`config.mk`:
```
export PLATFORM = sky130hd
export DESIGN_NAME = pipeline_hazard_unit_flat
export DESIGN_NICKNAME = d
export VERILOG_FILES = /design/src/rtl/pipeline_hazard_unit_pkg.sv /design/src/rtl/pipeline_hazard_unit_if.sv /design/src/rtl/pipeline_hazard_unit_fwd_select.sv /design/src/rtl/pipeline_hazard_unit.sv /design/src/flat_wrapper.sv
export SDC_FILE = /design/constraint.sdc
export NUM_CORES = 1
export LEC_CHECK = 0
export CAP_MARGIN = 20
export CORE_UTILIZATION = 25
export CTS_BUF_LIST = sky130_fd_sc_hd__clkbuf_4 sky130_fd_sc_hd__clkbuf_8 sky130_fd_sc_hd__clkbuf_16
export DETAILED_ROUTE_END_ITERATION = 10
export RECOVER_POWER = 25
export SYNTH_ARGS = -nofsm -noshare
export SYNTH_HDL_FRONTEND = slang
export SYNTH_HIERARCHICAL = 1
export SYNTH_SLANG_ARGS = --single-unit
```
`constraint.sdc`:
```
create_clock -name clk -period 2.8 [get_ports clk]
set_clock_uncertainty 0.1 [all_clocks]
set_input_delay 0.56 -clock clk [delete_from_list [all_inputs] [get_ports clk]]
set_output_delay 0.56 -clock clk [all_outputs]
set_load 0.1 [all_outputs]
```
`src/rtl/pipeline_hazard_unit_pkg.sv`:
```
// Shared types and constants for the LEGv8 hazard/forwarding controller.
// The stage numbering used by forwarding selects lives here.
package pipeline_hazard_unit_pkg;

    localparam int DEF_REG_ADDR_W = 5;
    localparam int DEF_ZERO_REG   = 31;

    // Forwarding select values: 0 reads the register file, k forwards from stage k.
    typedef enum logic [1:0] {
        FWD_RF    = 2'd0,
        STAGE_EX  = 2'd1,
        STAGE_MEM = 2'd2,
        STAGE_WB  = 2'd3
    } fwd_src_e;

    // Per-stage scoreboard flags; the destination address is kept alongside.
    typedef struct packed {
        logic valid;
        logic reg_write;
        logic is_load;
    } sb_flags_t;

endpackage

```
`src/rtl/pipeline_hazard_unit_if.sv`:
```
// Decode-side hazard bus: decode/branch info toward the unit and
// stall/flush/forwarding controls back to the pipeline.
interface pipeline_hazard_unit_if #(
    parameter int REG_ADDR_W     = 5,
    parameter int NUM_READ_PORTS = 2,
    parameter int BRANCH_STAGE   = 2,
    parameter int SEL_W          = 2,
    parameter int CNT_W          = 32
);
    logic                                 id_valid;
    logic [NUM_READ_PORTS-1:0]            id_rs_valid;
    logic [NUM_READ_PORTS*REG_ADDR_W-1:0] id_rs_addr;
    logic [REG_ADDR_W-1:0]                id_rd_addr;
    logic                                 id_reg_write;
    logic                                 id_mem_read;
    logic                                 pc_src;

    logic                                 stall_if_id;
    logic                                 bubble_id_ex;
    logic [BRANCH_STAGE-1:0]              flush_mask;
    logic [NUM_READ_PORTS*SEL_W-1:0]      fwd_sel;
    logic [CNT_W-1:0]                     stall_count;
    logic [CNT_W-1:0]                     flush_count;

    modport master (
        output id_valid, id_rs_valid, id_rs_addr, id_rd_addr,
               id_reg_write, id_mem_read, pc_src,
        input  stall_if_id, bubble_id_ex, flush_mask, fwd_sel,
               stall_count, flush_count
    );

    modport slave (
        input  id_valid, id_rs_valid, id_rs_addr, id_rd_addr,
               id_reg_write, id_mem_read, pc_src,
        output stall_if_id, bubble_id_ex, flush_mask, fwd_sel,
               stall_count, flush_count
    );
endinterface

```
`src/rtl/pipeline_hazard_unit_fwd_select.sv`:
```
// Per-read-port priority comparator over the scoreboard: youngest matching
// producer wins, plus a flag for a load sitting in EX (load-use hazard).
module pipeline_hazard_unit_fwd_select
    import pipeline_hazard_unit_pkg::*;
#(
    parameter int REG_ADDR_W = DEF_REG_ADDR_W,
    parameter int DEPTH      = 3,
    parameter int SEL_W      = 2,
    parameter int ZERO_REG   = DEF_ZERO_REG
) (
    input  logic                        rs_valid,
    input  logic [REG_ADDR_W-1:0]       rs_addr,
    input  logic [DEPTH-1:0]            ent_valid,
    input  logic [DEPTH-1:0]            ent_reg_write,
    input  logic [DEPTH*REG_ADDR_W-1:0] ent_rd,
    input  logic                        ex_is_load,
    output logic [SEL_W-1:0]            sel,
    output logic                        load_hit
);
    localparam logic [REG_ADDR_W-1:0] ZERO_ADDR = REG_ADDR_W'(ZERO_REG);

    logic [DEPTH-1:0] match;
    logic             rs_live;

    // XZR reads always come from the register file, so they never match.
    assign rs_live = rs_valid && (rs_addr != ZERO_ADDR);

    for (genvar gi = 0; gi < DEPTH; gi++) begin : g_match
        assign match[gi] = rs_live && ent_valid[gi] && ent_reg_write[gi]
                        && (ent_rd[gi*REG_ADDR_W +: REG_ADDR_W] == rs_addr);
    end

    // Scan oldest to youngest so the youngest producer overwrites.
    always_comb begin
        sel = SEL_W'(FWD_RF);
        for (int i = DEPTH - 1; i >= 0; i--) begin
            if (match[i]) begin
                sel = SEL_W'(i + 1);
            end
        end
    end

    assign load_hit = match[0] && ex_is_load;

endmodule

```
`src/rtl/pipeline_hazard_unit.sv`:
```
// Hazard, forwarding and flush controller: shift-register scoreboard of
// in-flight destinations driving forwarding selects, load-use stall and flush.
module pipeline_hazard_unit
    import pipeline_hazard_unit_pkg::*;
#(
    parameter int REG_ADDR_W     = DEF_REG_ADDR_W,
    parameter int NUM_READ_PORTS = 2,
    parameter int DEPTH          = 3,
    parameter int BRANCH_STAGE   = 2,
    parameter int ZERO_REG       = DEF_ZERO_REG,
    parameter int SEL_W          = 2,
    parameter int CNT_W          = 32
) (
    input  logic                   clk,
    input  logic                   reset,
    pipeline_hazard_unit_if.slave  hz
);
    sb_flags_t             flags_q [1:DEPTH];
    sb_flags_t             flags_d [1:DEPTH];
    logic [REG_ADDR_W-1:0] rd_q    [1:DEPTH];
    logic [REG_ADDR_W-1:0] rd_d    [1:DEPTH];
    logic [CNT_W-1:0]      stall_cnt_q, stall_cnt_d;
    logic [CNT_W-1:0]      flush_cnt_q, flush_cnt_d;

    logic [DEPTH-1:0]                     ent_valid;
    logic [DEPTH-1:0]                     ent_wr;
    logic [DEPTH*REG_ADDR_W-1:0]          ent_rd;
    logic [NUM_READ_PORTS-1:0]            load_hit;
    logic [NUM_READ_PORTS*SEL_W-1:0]      sel_raw;
    logic                                 flush;
    logic                                 load_use;
    logic                                 stall;

    for (genvar gi = 1; gi <= DEPTH; gi++) begin : g_flatten
        assign ent_valid[gi-1]                          = flags_q[gi].valid;
        assign ent_wr[gi-1]                             = flags_q[gi].reg_write;
        assign ent_rd[(gi-1)*REG_ADDR_W +: REG_ADDR_W]  = rd_q[gi];
    end

    for (genvar gi = 0; gi < NUM_READ_PORTS; gi++) begin : g_port
        pipeline_hazard_unit_fwd_select #(
            .REG_ADDR_W (REG_ADDR_W),
            .DEPTH      (DEPTH),
            .SEL_W      (SEL_W),
            .ZERO_REG   (ZERO_REG)
        ) u_fwd_select (
            .rs_valid      (hz.id_rs_valid[gi]),
            .rs_addr       (hz.id_rs_addr[gi*REG_ADDR_W +: REG_ADDR_W]),
            .ent_valid     (ent_valid),
            .ent_reg_write (ent_wr),
            .ent_rd        (ent_rd),
            .ex_is_load    (flags_q[int'(STAGE_EX)].is_load),
            .sel           (sel_raw[gi*SEL_W +: SEL_W]),
            .load_hit      (load_hit[gi])
        );
    end

    // A taken branch kills the stalled instruction anyway, so flush wins.
    assign flush    = hz.pc_src;
    assign load_use = hz.id_valid && (|load_hit);
    assign stall    = load_use && !flush;

    always_comb begin
        flags_d[1] = (flush || stall) ? '0 : '{valid:     hz.id_valid,
                                               reg_write: hz.id_reg_write,
                                               is_load:   hz.id_mem_read};
        rd_d[1]    = hz.id_rd_addr;
        for (int k = 2; k <= DEPTH; k++) begin
            flags_d[k] = (flush && (k <= BRANCH_STAGE)) ? '0 : flags_q[k-1];
            rd_d[k]    = rd_q[k-1];
        end
    end

    assign stall_cnt_d = (stall && !(&stall_cnt_q)) ? stall_cnt_q + CNT_W'(1) : stall_cnt_q;
    assign flush_cnt_d = (flush && !(&flush_cnt_q)) ? flush_cnt_q + CNT_W'(1) : flush_cnt_q;

    always_ff @(posedge clk or posedge reset) begin
        if (reset) begin
            for (int k = 1; k <= DEPTH; k++) begin
                flags_q[k] <= '0;
                rd_q[k]    <= '0;
            end
            stall_cnt_q <= '0;
            flush_cnt_q <= '0;
        end else begin
            flags_q     <= flags_d;
            rd_q        <= rd_d;
            stall_cnt_q <= stall_cnt_d;
            flush_cnt_q <= flush_cnt_d;
        end
    end

    // Outputs are forced low while reset is held, even if pc_src is high.
    assign hz.stall_if_id  = stall && !reset;
    assign hz.bubble_id_ex = stall && !reset;
    assign hz.flush_mask   = {BRANCH_STAGE{flush && !reset}};
    assign hz.fwd_sel      = (hz.id_valid && !reset) ? sel_raw : '0;
    assign hz.stall_count  = stall_cnt_q;
    assign hz.flush_count  = flush_cnt_q;

endmodule

```
`src/flat_wrapper.sv`:
```
// flat-port wrapper written by rule: the top's interface ports become plain ports
module pipeline_hazard_unit_flat import pipeline_hazard_unit_pkg::*;
#(
    parameter int REG_ADDR_W     = DEF_REG_ADDR_W,
    parameter int NUM_READ_PORTS = 2,
    parameter int DEPTH          = 3,
    parameter int BRANCH_STAGE   = 2,
    parameter int ZERO_REG       = DEF_ZERO_REG,
    parameter int SEL_W          = 2,
    parameter int CNT_W          = 32
)
  (clk, reset, hz_id_valid, hz_id_rs_valid, hz_id_rs_addr, hz_id_rd_addr, hz_id_reg_write, hz_id_mem_read, hz_pc_src, hz_stall_if_id, hz_bubble_id_ex, hz_flush_mask, hz_fwd_sel, hz_stall_count, hz_flush_count);
  pipeline_hazard_unit_if #(.REG_ADDR_W(REG_ADDR_W), .NUM_READ_PORTS(NUM_READ_PORTS), .BRANCH_STAGE(BRANCH_STAGE), .SEL_W(SEL_W), .CNT_W(CNT_W)) hz_i ();
  input  logic clk;
  input  logic reset;
  input wire logic [$bits(hz_i.id_valid)-1:0] hz_id_valid;
  input wire logic [$bits(hz_i.id_rs_valid)-1:0] hz_id_rs_valid;
  input wire logic [$bits(hz_i.id_rs_addr)-1:0] hz_id_rs_addr;
  input wire logic [$bits(hz_i.id_rd_addr)-1:0] hz_id_rd_addr;
  input wire logic [$bits(hz_i.id_reg_write)-1:0] hz_id_reg_write;
  input wire logic [$bits(hz_i.id_mem_read)-1:0] hz_id_mem_read;
  input wire logic [$bits(hz_i.pc_src)-1:0] hz_pc_src;
  output wire logic [$bits(hz_i.stall_if_id)-1:0] hz_stall_if_id;
  output wire logic [$bits(hz_i.bubble_id_ex)-1:0] hz_bubble_id_ex;
  output wire logic [$bits(hz_i.flush_mask)-1:0] hz_flush_mask;
  output wire logic [$bits(hz_i.fwd_sel)-1:0] hz_fwd_sel;
  output wire logic [$bits(hz_i.stall_count)-1:0] hz_stall_count;
  output wire logic [$bits(hz_i.flush_count)-1:0] hz_flush_count;
  assign hz_i.id_valid = hz_id_valid;
  assign hz_i.id_rs_valid = hz_id_rs_valid;
  assign hz_i.id_rs_addr = hz_id_rs_addr;
  assign hz_i.id_rd_addr = hz_id_rd_addr;
  assign hz_i.id_reg_write = hz_id_reg_write;
  assign hz_i.id_mem_read = hz_id_mem_read;
  assign hz_i.pc_src = hz_pc_src;
  assign hz_stall_if_id = hz_i.stall_if_id;
  assign hz_bubble_id_ex = hz_i.bubble_id_ex;
  assign hz_flush_mask = hz_i.flush_mask;
  assign hz_fwd_sel = hz_i.fwd_sel;
  assign hz_stall_count = hz_i.stall_count;
  assign hz_flush_count = hz_i.flush_count;
  pipeline_hazard_unit #(.REG_ADDR_W(REG_ADDR_W), .NUM_READ_PORTS(NUM_READ_PORTS), .DEPTH(DEPTH), .BRANCH_STAGE(BRANCH_STAGE), .ZERO_REG(ZERO_REG), .SEL_W(SEL_W), .CNT_W(CNT_W)) u_core (.clk(clk), .reset(reset), .hz(hz_i));
endmodule
```
Word level (Yosys, flattened, before mapping)
Cells that the tools add are included.
{ "word_totals": {"word_cells": 68, "ff_bits": 86, "out_inout_bits": 72} }
{ "classes": {"muxes": 9, "n_eq_ne": 8, "reduce_logical": 37, "n_addsub": 2} }
{ "ops": {"columns": ["cell", "count"], "rows": [
  ["$add A32 B1 Y32 const B", 2],
  ["$reduce_and A32 Y1", 2],
  ["$eq A5 B5 Y1", 6],
  ["$logic_and A1 B1 Y1", 29],
  ["$mux W2", 6],
  ["$ne A5 B5 Y1 const B", 2],
  ["$mux W3", 2],
  ["$logic_not A1 Y1", 4],
  ["$mux W4", 1],
  ["$reduce_or A2 Y1", 1],
  ["$logic_or A1 B1 Y1", 1]
]} }

Depth between registers and ports, before layout
Gate-level depths: netlist of the first run.
{ "depth": {"ltp_word": 11, "ltp_mapped": 9} }

By module
Netlist of the first run, hierarchy kept.
{ "modules_own_cells": {"columns": ["module", "area_per_inst_um2", "instances", "cells_per_inst"], "rows": [
  ["pipeline_hazard_unit", 3741.1, 1, 323],
  ["pipeline_hazard_unit_fwd_select", 227.7, 2, 31]
]} }

Worst setup path before layout of the first run
No wires, ideal clock.
{ "synth_timing": {"kind": "input -> output", "from": "input port hz_id_rs_addr[7]", "to": "output port hz_stall_if_id", "arrival_time_ns": 3.216, "required_time_ns": 2.140, "stages": 8, "slack_ns": -1.076, "cell_sequence": "xnor2_1 > nand4_1 > nor3_1 > and2_1 > or2_2 > nand2_1 > nor2_1 > buf_4"} }
{ "synth_via": {"elab_chain_len": 10, "word_cells_on_any_way": 11} }
{ "synth_rtl": {"columns": ["item", "line", "text"], "rows": [
  ["start: declaration", "flat_wrapper.sv:18", "input wire logic [$bits(hz_i.id_rs_addr)-1:0] hz_id_rs_addr;"],
  ["$ne A5 B5 Y1", "pipeline_hazard_unit_fwd_select.sv:26", "assign rs_live = rs_valid && (rs_addr != ZERO_ADDR);"],
  ["$logic_and A1 B1 Y1", "pipeline_hazard_unit_fwd_select.sv:26", null],
  ["$logic_and A1 B1 Y1 (2 in a row)", "pipeline_hazard_unit_fwd_select.sv:29", "assign match[gi] = rs_live && ent_valid[gi] && ent_reg_write[gi]"],
  ["$logic_and A1 B1 Y1 *", "pipeline_hazard_unit_fwd_select.sv:30", "&& (ent_rd[gi*REG_ADDR_W +: REG_ADDR_W] == rs_addr);"],
  ["$logic_and A1 B1 Y1 *", "pipeline_hazard_unit_fwd_select.sv:43", "assign load_hit = match[0] && ex_is_load;"],
  ["via u_core.load_hit[1]", "pipeline_hazard_unit.sv:28", "logic [NUM_READ_PORTS-1:0] load_hit;"],
  ["$reduce_or A2 Y1 *", "pipeline_hazard_unit.sv:60", "assign load_use = hz.id_valid && (|load_hit);"],
  ["$logic_and A1 B1 Y1 *", "pipeline_hazard_unit.sv:60", null],
  ["$logic_and A1 B1 Y1 *", "pipeline_hazard_unit.sv:61", "assign stall = load_use && !flush;"],
  ["$logic_and A1 B1 Y1 *", null, null],
  ["end: declaration", "flat_wrapper.sv:23", "output wire logic [$bits(hz_i.stall_if_id)-1:0] hz_stall_if_id;"]
]} }
The timed path passes the listed nets; every way through them passes the cells marked *.

Worst setup path after layout of the first run
{ "layout_timing": {"from": "register u_core.rd_q, in the netlist u_core/ent_rd[7]", "to": "output port hz_fwd_sel[0]"} }
{ "layout_via": {"elab_chain_len": 5} }
{ "layout_rtl": {"columns": ["item", "line", "text"], "rows": [
  ["start: declaration", "pipeline_hazard_unit.sv:20", "logic [REG_ADDR_W-1:0] rd_q [1:DEPTH];"],
  ["start signal: assignment", "pipeline_hazard_unit.sv:87", "rd_q <= rd_d;"],
  ["$eq A5 B5 Y1", "pipeline_hazard_unit_fwd_select.sv:30", null],
  ["$logic_and A1 B1 Y1", "pipeline_hazard_unit_fwd_select.sv:30", null],
  ["$mux W2 (2 in a row)", "pipeline_hazard_unit_fwd_select.sv:37", "if (match[i]) begin"],
  ["via u_core.sel_raw[0]", "pipeline_hazard_unit.sv:29", "logic [NUM_READ_PORTS*SEL_W-1:0] sel_raw;"],
  ["$mux W4", "pipeline_hazard_unit.sv:97", "assign hz.fwd_sel = (hz.id_valid && !reset) ? sel_raw : '0;"],
  ["end: declaration", "flat_wrapper.sv:26", "output wire logic [$bits(hz_i.fwd_sel)-1:0] hz_fwd_sel;"]
]} }
The timed path passes the listed nets, and every way through them passes these cells.

==> run_results.csv, run 1 <==
group,metric,value,unit
run_status,status,"finished clean",
drt,routedWlPerCell,13.88,um
synthesis,syn_area,4197,um^2
drt,met1_length,4712,um
timing,setup-tns-final,0,ps
synthesis,synth_area_leaders,"dfrtp_1 51%, xnor2_1 15%, nand4_1 4.6%",
timing,tightestPinTransition,1184,ps
placed_design,postPlaceCellArea,5549,um^2
clocking,clk_latency,340,ps
clocking,root_buffer,"clkbuf_16",
final_layout,multi_input_area,2098,um^2
synthesis,yosys_register_bits,86,
final_layout,final_cell_area,5927,um^2
global_routing,antenna_found_initial,0,
synthesis,postSynthAreaPerCell,10.90,um^2
worst_setup_path,path_class,"reg -> out",
final_layout,drive_gt1_frac,0.3238,
floorplan,core_area,16470,um^2
placed_design,dp_slack,-374.5,ps
placed_design,hpwl,7622,um
worst_setup_path,cp-start-kind,"flip-flop",
placed_design,portBuffers,94,
floorplan,start_util,0.2549,
drt,vias,3375,
drt,highest_layer,"met4",
synthesis,netlist_top_cells_count,"86 x dfrtp_1, 72 x xnor2_1, 33 x nand3_1",
pwr,ir_drop,0.0003142,V
pwr,p_leak,2.682,nW
timing,period_needed,2711,ps
final_layout,utilization,0.3600,
global_routing,grt_max_degree,87,
hold_path,hold_path_class,"reg -> reg",
clocking,cts_buffer_depth,2,
floorplan,fp-row-count,47,
clocking,cts_num_sinks,86,
timing,setup_ws,88.91,ps
synthesis,synth.most_common_cell,"dfrtp_1",
timing,drv_slew,0,
worst_setup_path,r2r-start,"u_core/ent_rd[0]$_DFF_PP0_",
final_layout,ff_latch_area,2156,um^2
hold_path,hp-start,"u_core/ent_valid[1]$_DFF_PP0_",
drt,final_antenna_net_count,0,
floorplan,die_x,131.6,um
pwr,powerDensity,559.8,nW/um^2
synthesis,syn_inst,385,
final_layout,n_fill_cell,1651,
final_layout,fin_nets,542,
timing,max_slew_margin,0.2104,
synthesis,synth_top_area_cell,"dfrtp_1",
placed_design,gp_congestion,0.8621,
synthesis,yosys_warnings,6,
floorplan,ios,95,
worst_setup_path,crit_slowest_cell,"or4_4",
worst_setup_path,path_cells,"buf_4 > xnor2_2 > nand4_1 > or4_4 > a21o_1 > and2_4 > buf_12",
drt,finalWirelength,10300,um
final_layout,num_antenna_cells,0,
clocking,cts_buffers,9,
final_layout,area_delta_synth_final,41.23,%
global_routing,grt_usage,0.1231,
clocking,htree_num_levels,3,
timing,period_share,0.9682,
global_routing,grt_pass1_vias,3402,
timing,fmax,368.9,MHz
worst_setup_path,worst-path-buf-inv,2,
global_routing,overflow,0,
timing,hold_viol,0,
clocking,cts_tree,"yes",
floorplan,die_y,131.6,um
worst_setup_path,endpoint_kind,"output pin",
timing,rsz0062_at_grt,"no",
synthesis,synthFlopType,"dfrtp_1",
drt,viasPerCell,4.549,
synthesis,async_flop_share,1.000,
worst_setup_path,critPathLaunch,"u_core/ent_rd[7]$_DFF_PP0_",
worst_setup_path,crit_family,"simple AND/OR/NAND/NOR gates",
synthesis,synth_seq_area_share,0.5128,
clocking,hold_buffers,0,
drt,drc_errors,0,
timing,finalSetupViolCount,0,
worst_setup_path,crit_required,2140,ps
flow_run,drv_cap,0,
worst_setup_path,cp_max_fo,2,
drt,wl_met2,4985,um
global_routing,grt_pass1_wl,17110,um
drt,initialDrtViolationCount,135,
worst_setup_path,crit_arrival,2050,ps
floorplan,dieArea,17310,um^2
synthesis,syn_nets,410,
synthesis,synth_edf_count,0,
synthesis,yosysUniqueCellTypes,39,
clocking,clk_pin_slew,60,ps
drt,wl_met3,433,um
drt,drtPass1Iterations,4,
worst_setup_path,slowest_delay,440,ps
synthesis,synth_top_area_share,0.5128,
worst_setup_path,r2r_slack,420,ps
==> path summary, 6_finish.rpt <==
path / endpoint / cells past startpoint
max in group asynchronous: u_core/hz.flush_count[1]$_DFFE_PP0P_ / 4
max reg2reg: u_core/hz.stall_count[1]$_DFFE_PP0P_ / 10
min reg2reg: u_core/ent_valid[2]$_DFF_PP0_ / 0
min in group asynchronous: u_core/hz.stall_count[24]$_DFFE_PP0P_ / 4
min: u_core/ent_valid[2]$_DFF_PP0_ / 0
max: hz_fwd_sel[0] / 7
==> flip-flops by register name (all words and copies together), names as in the netlist <==
register / flops
u_core/ent_valid: 3
u_core/ent_rd: 15
u_core/hz.stall_count: 32
u_core/flags_q: 1
u_core/hz.flush_count: 32
u_core/ent_wr: 3
==> cell type report <==
cell class                 count  area share
sequential                    86      0.3637
timing repair buffer         129      0.1813
clock buffer                  10     0.04032
multi-input combinational    288      0.3540
inverter                       3    0.002533
clock inverter                 6     0.01161
tap                          220     0.04644
==> logic make-up (layout without fill, tap and decap cells) <==
| logic type | after synthesis | count (layout) | share of synthesized area |
|---|---|---|---|
| compound gates | 17 | 17 | 0.02922 |
| xor+xnor | 90 | 90 | 0.1914 |
| fa+ha+maj | 2 | 2 | 0.005962 |
| buf+inv | 11 | 148 | 0.01401 |
| flops | 86 | 86 | 0.5128 |
| mux | 4 | 4 | 0.01073 |
| simple gates | 175 | 175 | 0.2358 |
==> cell usage in the layout, fill, tap and decap left out, drive strengths merged, types with 12 or more instances in the layout <==
| cell type | instances |
|---|---|
| and4 | 13 |
| and3 | 17 |
| nand4 | 31 |
| dfrtp | 86 |
| nand3 | 33 |
| xor2 | 16 |
| nand2 | 29 |
| buf | 110 |
| and2 | 12 |
| xnor2 | 74 |
| clkbuf | 17 |
| nor3 | 12 |
==> where the power goes <==
group / internal, mW / leakage [nW] / switching, mW
clock: 0.720 / 0.149 / 0.503
combinational: 0.200 / 1.39 / 0.505
sequential: 1.31 / 1.14 / 0.0806
total: 2.23 / 2.68 / 1.09
==> metrics by stage <==
step,hold slack [ps],instances,power (mW)
6_report,295.5,742,3.318
5_1_grt,316.2,742,3.462
4_1_cts,298.2,740,3.369
3_5_place_dp,285.1,722,2.123
3_3_place_gp,288.2,722,2.113
2_1_floorplan,273.5,385,1.911
==> routing by layer <==
| metal | track usage | up-vias |
|---|---|---|
| li1 | - | 1636 |
| met1 | 0.1595 | 1654 |
| met2 | 0.1966 | 70 |
| met3 | 0.03241 | 15 |
| met4 | 0.04457 | 0 |
| met5 | 0 | - |
==> repair_timing <==
item	in CTS	in global routing
endpoints found under the setup margin	8	6
setup buffers	2	2
pin swaps	7	6
resized for setup	41	21
(Power assumes the default switching activity.)
==> run 2, diff against run 1 <==
- CORE_UTILIZATION: 25 -> 42
- PLACE_DENSITY: unset -> 0.69
- clock period: 2.8 -> 3.45 ns (I/O delays scaled with it)
==> run 2 against run 1 <==
Worst setup slack worse by 15 ps. Via count fell by 2.1%. Die area decreased by 40%. Worst hold slack better by 4.1 ps. Flip-flop and latch count unchanged. Critical path type is now in -> out. Critical endpoint is now hz_fwd_sel[3].
==> run_results.csv, run 2 (same netlist as run 1, synthesis figures left out) <==
group,metric,value,unit
placed_design,dpl.cell_count,617,
worst_setup_path,worst-path-buf-inv,2,
timing,finalSetupViolCount,0,
worst_setup_path,worstReg2RegEnd,"u_core/hz.stall_count[29]$_DFFE_PP0P_",
floorplan,fp-row-count,36,
drt,drc_errors,0,
floorplan,core_area,9729,um^2
final_layout,n_fill_cell,889,
global_routing,antenna_found_initial,0,
clocking,cts_buffer_depth,2,
clocking,postCtsSetupBuffers,0,
timing,rsz0062_at_grt,"no",
final_layout,drive_gt1_frac,0.2325,
timing,hold_viol,0,
global_routing,grt_pass1_vias,3278,
timing,max_slew_margin,0.4481,
hold_path,hold_path_end,"u_core/ent_wr[2]$_DFF_PP0_",
final_layout,fin_nets,520,
final_layout,multi_input_area,2013,um^2
clocking,hold_buffers,0,
worst_setup_path,r2r-start,"u_core/ent_rd[2]$_DFF_PP0_",
placed_design,portBuffers,94,
clocking,cts_tree,"yes",
final_layout,instances_no_fill,632,
worst_setup_path,crit_family,"simple AND/OR/NAND/NOR gates",
drt,drtPass1Iterations,4,
drt,final_antenna_net_count,0,
run_status,status,"finished clean",
worst_setup_path,endpoint_kind,"output pin",
floorplan,die_y,102.0,um
worst_setup_path,r2r_slack,850,ps
placed_design,dp_slack,-19.16,ps
pwr,ir_drop,0.0003375,V
timing,setup-tns-final,0,ps
placed_design,hpwl,7121,um
hold_path,hold_path_depth,0,
placed_design,gp_congestion,0.8506,
global_routing,grt_pass1_wl,15570,um
final_layout,area_delta_synth_final,31.10,%
floorplan,ios,95,
worst_setup_path,path_class,"in -> out",
clocking,cts_buffers,9,
clocking,clk_latency,350,ps
final_layout,ff_latch_area,2152,um^2
worst_setup_path,cp_max_fo,4,
worst_setup_path,path_cells,"clkdlybuf4s50_1 > xnor2_1 > nand4_1 > or4_1 > a21oi_1 > and2_1 > buf_12",
pwr,p_leak,2.539,nW
flow_run,drv_cap,0,
timing,drv_slew,0,
global_routing,grt_max_degree,38,
floorplan,dieArea,10400,um^2
clocking,cts_num_sinks,86,
hold_path,hold_path_class,"reg -> reg",
clocking,htree_num_levels,3,
drt,initialDrtViolationCount,101,
timing,setup_ws,73.74,ps
clocking,clk_pin_slew,80,ps
drt,routedWlPerCell,15.18,um
floorplan,start_util,0.4313,
worst_setup_path,crit_arrival,2590,ps
timing,tightestPinTransition,827.9,ps
worst_setup_path,crit_slowest_cell,"clkdlybuf4s50_1",
drt,finalWirelength,9593,um
pwr,fin_total_pwr,2.367,mW
floorplan,die_x,102.0,um
final_layout,final_cell_mix,"86 x dfrtp_1, 75 x buf_4, 72 x xnor2_1, 33 x nand3_1, 31 x nand4_1",
worst_setup_path,crit_required,2660,ps
global_routing,overflow,0,
clocking,root_buffer,"clkbuf_8",
hold_path,hp-start,"u_core/ent_wr[1]$_DFF_PP0_",
drt,viasPerCell,5.229,
final_layout,final_common_cell,"dfrtp_1",
worst_setup_path,slowest_delay,590,ps
timing,period_share,0.9786,
global_routing,grt_usage,0.1943,
timing,period_needed,3376,ps
timing,fmax,296.2,MHz
final_layout,num_antenna_cells,0,
pwr,powerDensity,430.3,nW/um^2
drt,vias,3305,
worst_setup_path,cp-start-kind,"primary input",
worst_setup_path,reg2regPathDepth,10,
## run 2: cell count changes in the layout (fill, tap and decap cells not counted), moves of 5 or more
cell and change:
buf_4 -20, buf_2 -5, dlymetal6s2s_1 +7, xnor2_2 -7, clkbuf_8 +9, xnor2_1 +7, clkbuf_16 -9
## run 2: metal layers
| layer | vias up | global-route usage | part of all wire |
|---|---|---|---|
| met5 | - | 0 | 0 |
| met3 | 10 | 0.03762 | 0.038 |
| met1 | 1637 | 0.2569 | 0.47 |
| li1 | 1581 | - | - |
| met2 | 77 | 0.3108 | 0.48 |
| met4 | 0 | 0.08571 | 0.012 |
## run 2: how the worst max path moves through the flow
stage | startpoint | to | slack, ps | depth (start not counted)
2_1_floorplan | hz_id_rs_addr[7] | hz_stall_if_id | -170 | 8
3_3_place_gp | hz_id_rs_addr[3] | hz_bubble_id_ex | -5 | 9
3_5_place_dp | hz_id_rs_addr[3] | hz_stall_if_id | -20 | 9
4_1_cts | hz_id_rs_addr[3] | hz_stall_if_id | 30 | 9
5_1_grt | hz_id_rs_addr[7] | hz_fwd_sel[3] | 4 | 7
6_report | hz_id_rs_addr[7] | hz_fwd_sel[3] | 70 | 7
## run 2: report_power, final
part | leakage, nW | internal [mW] | switching, mW
Sequential | 1.14 | 1.06 | 0.0711
Clock | 0.102 | 0.345 | 0.345
Combinational | 1.29 | 0.148 | 0.399
Total | 2.54 | 1.55 | 0.815
## run 2: area by class of cell
cell class	count	area share
inverter	3	0.002274
multi-input combinational	288	0.3659
tap	133	0.03025
clock inverter	5	0.009097
sequential	86	0.3912
timing repair buffer	107	0.1763
clock buffer	10	0.02502
## run 2: timing repair
| action | CTS | global route |
|---|---|---|
| endpoints found under the setup margin | 2 | 5 |
| pin swaps | 0 | 2 |
| hold endpoints to repair | 0 | 0 |
| resized for setup | 2 | 10 |
## run 2: per-stage QoR
step	instance area [um^2]	utilization	hold slack [ps]
after CTS	5477	0.5629	300.8
after global placement	5280	0.5427	280.6
after floorplan	4202	-	273.5
after global routing	5502	0.5655	309.8
final	5502	0.5655	299.6
after detailed placement	5280	0.5427	287.4
==> run 3, diff against run 2 <==
- GPL_TIMING_DRIVEN: unset -> 0
- PLACE_DENSITY: 0.69 -> unset
- PLACE_DENSITY_LB_ADDON: unset -> 0.12
==> run 3 against run 2 <==
The run now ends with max-capacitance violations, max-slew violations left. Critical path depth is 3 higher. First-iteration DRC count is 9.9% lower. Wire length is 2.1% lower. Via count is 1.0% lower. Clock-buffer cell count is 1 higher. Worst hold slack better by 3.0 ps. Sequential share of layout area is 0.42 points lower. Total power is 4.9% higher. Non-clock buffer count is 3 lower. Worst setup slack better by 42 ps. Flip-flop and latch count stayed put.
==> run_results.csv, run 3 (same netlist as run 1, synthesis figures left out) <==
group,metric,value,unit
run_status,status,"finished, violations left",
timing,setup-tns-final,0,ps
final_layout,final_common_cell,"dfrtp_1",
worst_setup_path,reg2regPathDepth,9,
placed_design,portBuffers,94,
timing,finalSetupViolCount,0,
clocking,cts_buffer_depth,2,
timing,period_share,0.9666,
drt,initialDrtViolationCount,91,
final_layout,area_delta_synth_final,32.53,%
final_layout,fin_nets,517,
timing,fmax,299.9,MHz
run_status,violations,"max-capacitance violations, max-slew violations",
timing,max_slew_margin,-0.005456,
clocking,cts_num_sinks,86,
placed_design,gp_congestion,0.8067,
final_layout,final_cell_mix,"86 x dfrtp_1, 72 x xnor2_1, 70 x clkdlybuf4s50_1, 33 x nand3_1, 31 x nand4_1",
timing,rsz0062_at_grt,"no",
drt,final_antenna_net_count,0,
clocking,clk_pin_slew,80,ps
final_layout,drive_gt1_frac,0.09859,
floorplan,ios,95,
worst_setup_path,crit_slowest_cell,"dlygate4sd2_1",
final_layout,num_antenna_cells,0,
worst_setup_path,path_cells,"dlygate4sd2_1 > nand3_1 > o21ai_4 > nor3_2 > and2_1 > or2_2 > nand2_2 > nor2_4 > buf_4 > buf_6",
timing,tightestPinTransition,1500,ps
drt,viasPerCell,5.192,
worst_setup_path,slowest_delay,350,ps
pwr,ir_drop,0.0003240,V
global_routing,overflow,0,
floorplan,die_y,102.0,um
floorplan,core_area,9729,um^2
final_layout,instances_no_fill,630,
placed_design,dpl.cell_count,613,
floorplan,start_util,0.4313,
drt,drtPass1Iterations,4,
floorplan,die_x,102.0,um
global_routing,grt_pass1_wl,15290,um
final_layout,utilization,0.5716,
clocking,htree_num_levels,3,
timing,hold_viol,0,
flow_run,drv_cap,1,
clocking,cts_buffers,9,
worst_setup_path,worstReg2RegEnd,"u_core/hz.stall_count[15]$_DFFE_PP0P_",
drt,vias,3271,
global_routing,grt_pass1_vias,3145,
worst_setup_path,cp-start-kind,"primary input",
floorplan,fp-row-count,36,
placed_design,hpwl,6963,um
clocking,root_buffer,"clkbuf_8",
clocking,cts_tree,"yes",
global_routing,grt_max_degree,55,
timing,period_needed,3335,ps
worst_setup_path,cp_max_fo,5,
worst_setup_path,endpoint_kind,"output pin",
global_routing,antenna_found_initial,0,
worst_setup_path,critPathLaunch,"hz_id_rs_addr[5]",
worst_setup_path,crit_arrival,2540,ps
timing,drv_slew,31,
drt,routedWlPerCell,14.91,um
drt,finalWirelength,9396,um
worst_setup_path,crit_end,"hz_stall_if_id",
global_routing,grt_usage,0.1907,
worst_setup_path,path_class,"in -> out",
worst_setup_path,crit_required,2660,ps
pwr,powerDensity,446.7,nW/um^2
drt,drc_errors,0,
clocking,clk_latency,360,ps
worst_setup_path,r2r-start,"u_core/ent_rd[0]$_DFF_PP0_",
floorplan,dieArea,10400,um^2
worst_setup_path,r2r_slack,910,ps
hold_path,hold_path_class,"reg -> reg",
pwr,p_leak,2.334,nW
## run 3: cell count changes in the layout (fill, tap and decap cells not counted), moves of 2 or more
cell / change
dlygate4sd2_1: +9
dlymetal6s2s_1: -7
buf_2: +4
clkdlybuf4s15_2: +2
clkbuf_1: +2
clkbuf_4: +3
buf_6: +2
clkinv_2: -3
buf_12: -8
buf_4: -70
clkdlybuf4s50_1: +62
## run 3: power by group
part	switching [mW]	total [mW]	internal (mW)	leakage (nW)
Sequential	0.0707	1.13	1.06	1.14
Clock	0.366	0.793	0.427	0.115
Combinational	0.402	0.561	0.159	1.08
## run 3: through the flow
| stage | cell area (um^2) | power (mW) | setup WS, ps | hold WS, ps |
|---|---|---|---|---|
| floorplan | 4202 | 1.548 | -167.7 | 273.5 |
| global route | 5562 | 2.585 | 25.85 | 327.2 |
| global placement | 5309 | 1.707 | -1160 | 279.5 |
| detailed placement | 5339 | 1.723 | -1179 | 284.0 |
| finish | 5562 | 2.484 | 115.3 | 302.6 |
| CTS | 5572 | 2.515 | 38.97 | 303.4 |
## run 3: worst min-delay path by stage
stage                                        from                       endpoint  cells after the start
finish                 u_core/ent_wr[1]$_DFF_PP0_     u_core/ent_wr[2]$_DFF_PP0_                      0
global route        u_core/ent_valid[1]$_DFF_PP0_  u_core/ent_valid[2]$_DFF_PP0_                      0
CTS                    u_core/ent_wr[1]$_DFF_PP0_     u_core/ent_wr[2]$_DFF_PP0_                      0
detailed placement     u_core/ent_wr[1]$_DFF_PP0_     u_core/ent_wr[2]$_DFF_PP0_                      0
global placement       u_core/ent_wr[1]$_DFF_PP0_     u_core/ent_wr[2]$_DFF_PP0_                      0
floorplan           u_core/ent_valid[1]$_DFF_PP0_  u_core/ent_valid[2]$_DFF_PP0_                      0
## run 3: critical path: cells and delay by family
kind | cells | cell delay, ps
AOI/OAI and AO/OA | 1 | 210
buffers and inverters | 3 | 660
and+or+nand+nor | 6 | 990
## run 3: routing by layer
layer	wire, um	global-route usage	up-vias
li1	-	-	1577
met5	0	0	-
met1	4319	0.2639	1611
met3	400	0.04036	9
met4	105	0.06703	0
met2	4571	0.2969	74
## run 3: timing repair
action | 4_1_cts | 5_1_grt
hold buffers | 0 | 0
resized for setup | 58 | 3
pin swaps | 2 | 1
endpoints found under the setup margin | 8 | 1
buffers inserted | 1 | 0
## run 3: cell type report
type | instances | area (um^2)
fill | 876 | 4168
sequential | 86 | 2152
multi-input combinational | 288 | 2023
timing repair buffer | 96 | 938.4
tap | 133 | 166.4
clock buffer | 11 | 138.9
clock inverter | 5 | 82.58
buffer | 8 | 47.55
inverter | 3 | 12.51
==> RTL change (flow settings as in run 2) <==
`SEL_W` is set to 2 in 4 places; all go to 1.
--- a/src/rtl/pipeline_hazard_unit_if.sv
+++ b/src/rtl/pipeline_hazard_unit_if.sv
@@ -6,3 +6,3 @@
     parameter int BRANCH_STAGE   = 2,
-    parameter int SEL_W          = 2,
+    parameter int SEL_W          = 1,
     parameter int CNT_W          = 32
--- a/src/rtl/pipeline_hazard_unit_fwd_select.sv
+++ b/src/rtl/pipeline_hazard_unit_fwd_select.sv
@@ -7,3 +7,3 @@
     parameter int DEPTH      = 3,
-    parameter int SEL_W      = 2,
+    parameter int SEL_W      = 1,
     parameter int ZERO_REG   = DEF_ZERO_REG
--- a/src/rtl/pipeline_hazard_unit.sv
+++ b/src/rtl/pipeline_hazard_unit.sv
@@ -10,3 +10,3 @@
     parameter int ZERO_REG       = DEF_ZERO_REG,
-    parameter int SEL_W          = 2,
+    parameter int SEL_W          = 1,
     parameter int CNT_W          = 32
--- a/src/flat_wrapper.sv
+++ b/src/flat_wrapper.sv
@@ -8,3 +8,3 @@
     parameter int ZERO_REG       = DEF_ZERO_REG,
-    parameter int SEL_W          = 2,
+    parameter int SEL_W          = 1,
     parameter int CNT_W          = 32
Ports: changed (resized hz_fwd_sel); port bits go from 95 to 93. The function was not compared with the original's and may differ.
==> RTL change against run 2 <==
  * Utilization down 0.91 points
  * Cell area down 1.2%
  * First-iteration DRC count down 27%
  * Sequential share of layout area up 0.46 points
  * Power down 5.2%
  * Setup slack worse by 3.1 ps
  * Critical path depth up 2
  * Combinational power down 7.9%
  * Routed wire length up 1.6%
  * Hold slack better by 10 ps
  * Sequential cell count unchanged
  * Area after synthesis up 1.3%
==> RTL change: results (changes against run 2) <==
yosys_most_used_dff: "dfrtp_1"
cp.arrival_ps: 2590  # about the same
grt_usage_pct: 19.55  # +0.12 points
ys_seq_area_share_pct: 50.62  # -0.66 points
synth_area_leaders: "dfrtp_1 (51%), xor2_1 (11%), xnor2_1 (7.6%)"
dp_hpwl_mm: 7.224  # +1.5%
hold_class: "flip-flop to flip-flop"
slowest_delay_ps: 450  # -140 ps
ctsResizeCount: 1  # -1
power.leakage_nw: 2.519  # -0.79%
io_buffers: 92  # -2.1%
path_delay_family: "simple AND/OR/NAND/NOR gates"
vdd.ir_drop.worst_v: 0.0006292  # +86%
cp_slowest_cell: "clkdlybuf4s50_1"
cp_max_fo: 3  # -1
place.gp.congestion: 0.8564  # +0.68%
drt_iter0_markers: 74  # -27%
drive_gt1_share_pct: 19.57  # -3.7 points
grt_pass1_wl_mm: 15.88  # +2.0%
dp.cells: 627  # +1.6%
postPlaceCellArea_um2: 5315  # +0.66%
antennaDiodeCount: 0  # unchanged
synthArstFlopShare_pct: 100.0  # unchanged
cts-htree-levels: 3  # unchanged
cts_root_buf: "clkbuf_8"
wl_per_cell_um: 15.14  # -0.29%
dr.pass1.iters: 4  # unchanged
status: "complete, no violations"
cts_buffers: 9  # unchanged
final_nets: 531  # +2.1%
place_ws_ps: -124.5  # -105.3 ps
totalWireLength_mm: 9.747  # +1.6%
cp-end-kind: "output pin"
clock_latency_ps: 340
synth_cell_types: 45  # +15%
yosys_warnings: 6  # unchanged
ant_nets: 0  # unchanged
antenna_found_initial: 0  # unchanged
syn_inst: 395  # +2.6%
cts_setup_buffers: 0  # unchanged
clkTransAtPathRegs_ps: 80  # about the same
synth_common_cells: "dfrtp_1 (86), xor2_1 (51), xnor2_1 (37)"
first_global_vias: 3304  # +0.79%
grt_max_degree: 70  # +84%
via_per_inst: 5.217  # -0.23%
cts_buffer_depth: 2  # unchanged
syn_nets: 420  # +2.4%
timing.slew.headroom_pct: 19.06  # -26 points
-- RTL change: cell count changes in the layout (fill, tap and decap cells not counted), moves of 5 or more --
cell / delta
nor4_1: +9
nor3_1: +17
clkbuf_1: +24
and2_1: -10
buf_4: -20
and4_1: -5
nand4_1: -5
xnor2_1: -35
xor2_1: +35
-- RTL change: power breakdown --
part           switching (mW)  internal, mW  total, mW
Clock                   0.349         0.267      0.616
Combinational           0.378         0.126      0.504
Sequential             0.0686          1.06       1.12
Total                   0.795          1.45       2.24
-- RTL change: logic make-up after synthesis --
logic type | after synthesis | synth area share [%]
simple gates | 189 | 25.96
xor+xnor | 88 | 18.13
flops | 86 | 50.62
compound gates | 15 | 2.708
buf+inv | 14 | 1.736
fa+ha+maj | 2 | 0.5885
mux | 1 | 0.2648
-- RTL change: worst paths after layout --
path	to	start	slack, ps	cells after the start
worst min-delay path	u_core/ent_wr[2]	u_core/ent_wr[1]	310	0
max in group asynchronous	u_core/ent_valid[1]	reset	1500	3
worst min register to register	u_core/ent_wr[2]	u_core/ent_wr[1]	310	0
worst max register to register	u_core/hz.stall_count[19]	u_core/ent_rd[0]	660	9
worst max-delay path	hz_stall_if_id	hz_id_rs_addr[3]	70	9
min in group asynchronous	u_core/ent_rd[8]	reset	1190	3
-- RTL change: routing by layer --
metal	wire length (um)	GRT usage [%]	vias to the layer above
met5	0	0	-
met4	226	8.681	0
met3	315	2.441	15
met2	4709	32.15	71
met1	4496	25.92	1634
li1	-	-	1640
-- RTL change: final cells by class --
| class | count | area [um2] |
|---|---|---|
| fillers | 880 | 4337 |
| clock inverters | 6 | 38.79 |
| flip-flops and latches | 86 | 2152 |
| multi-input cells | 295 | 2061 |
| repair buffers | 108 | 864.6 |
| well taps | 133 | 166.4 |
| inverters | 6 | 23.77 |
| clock buffers | 10 | 131.4 |
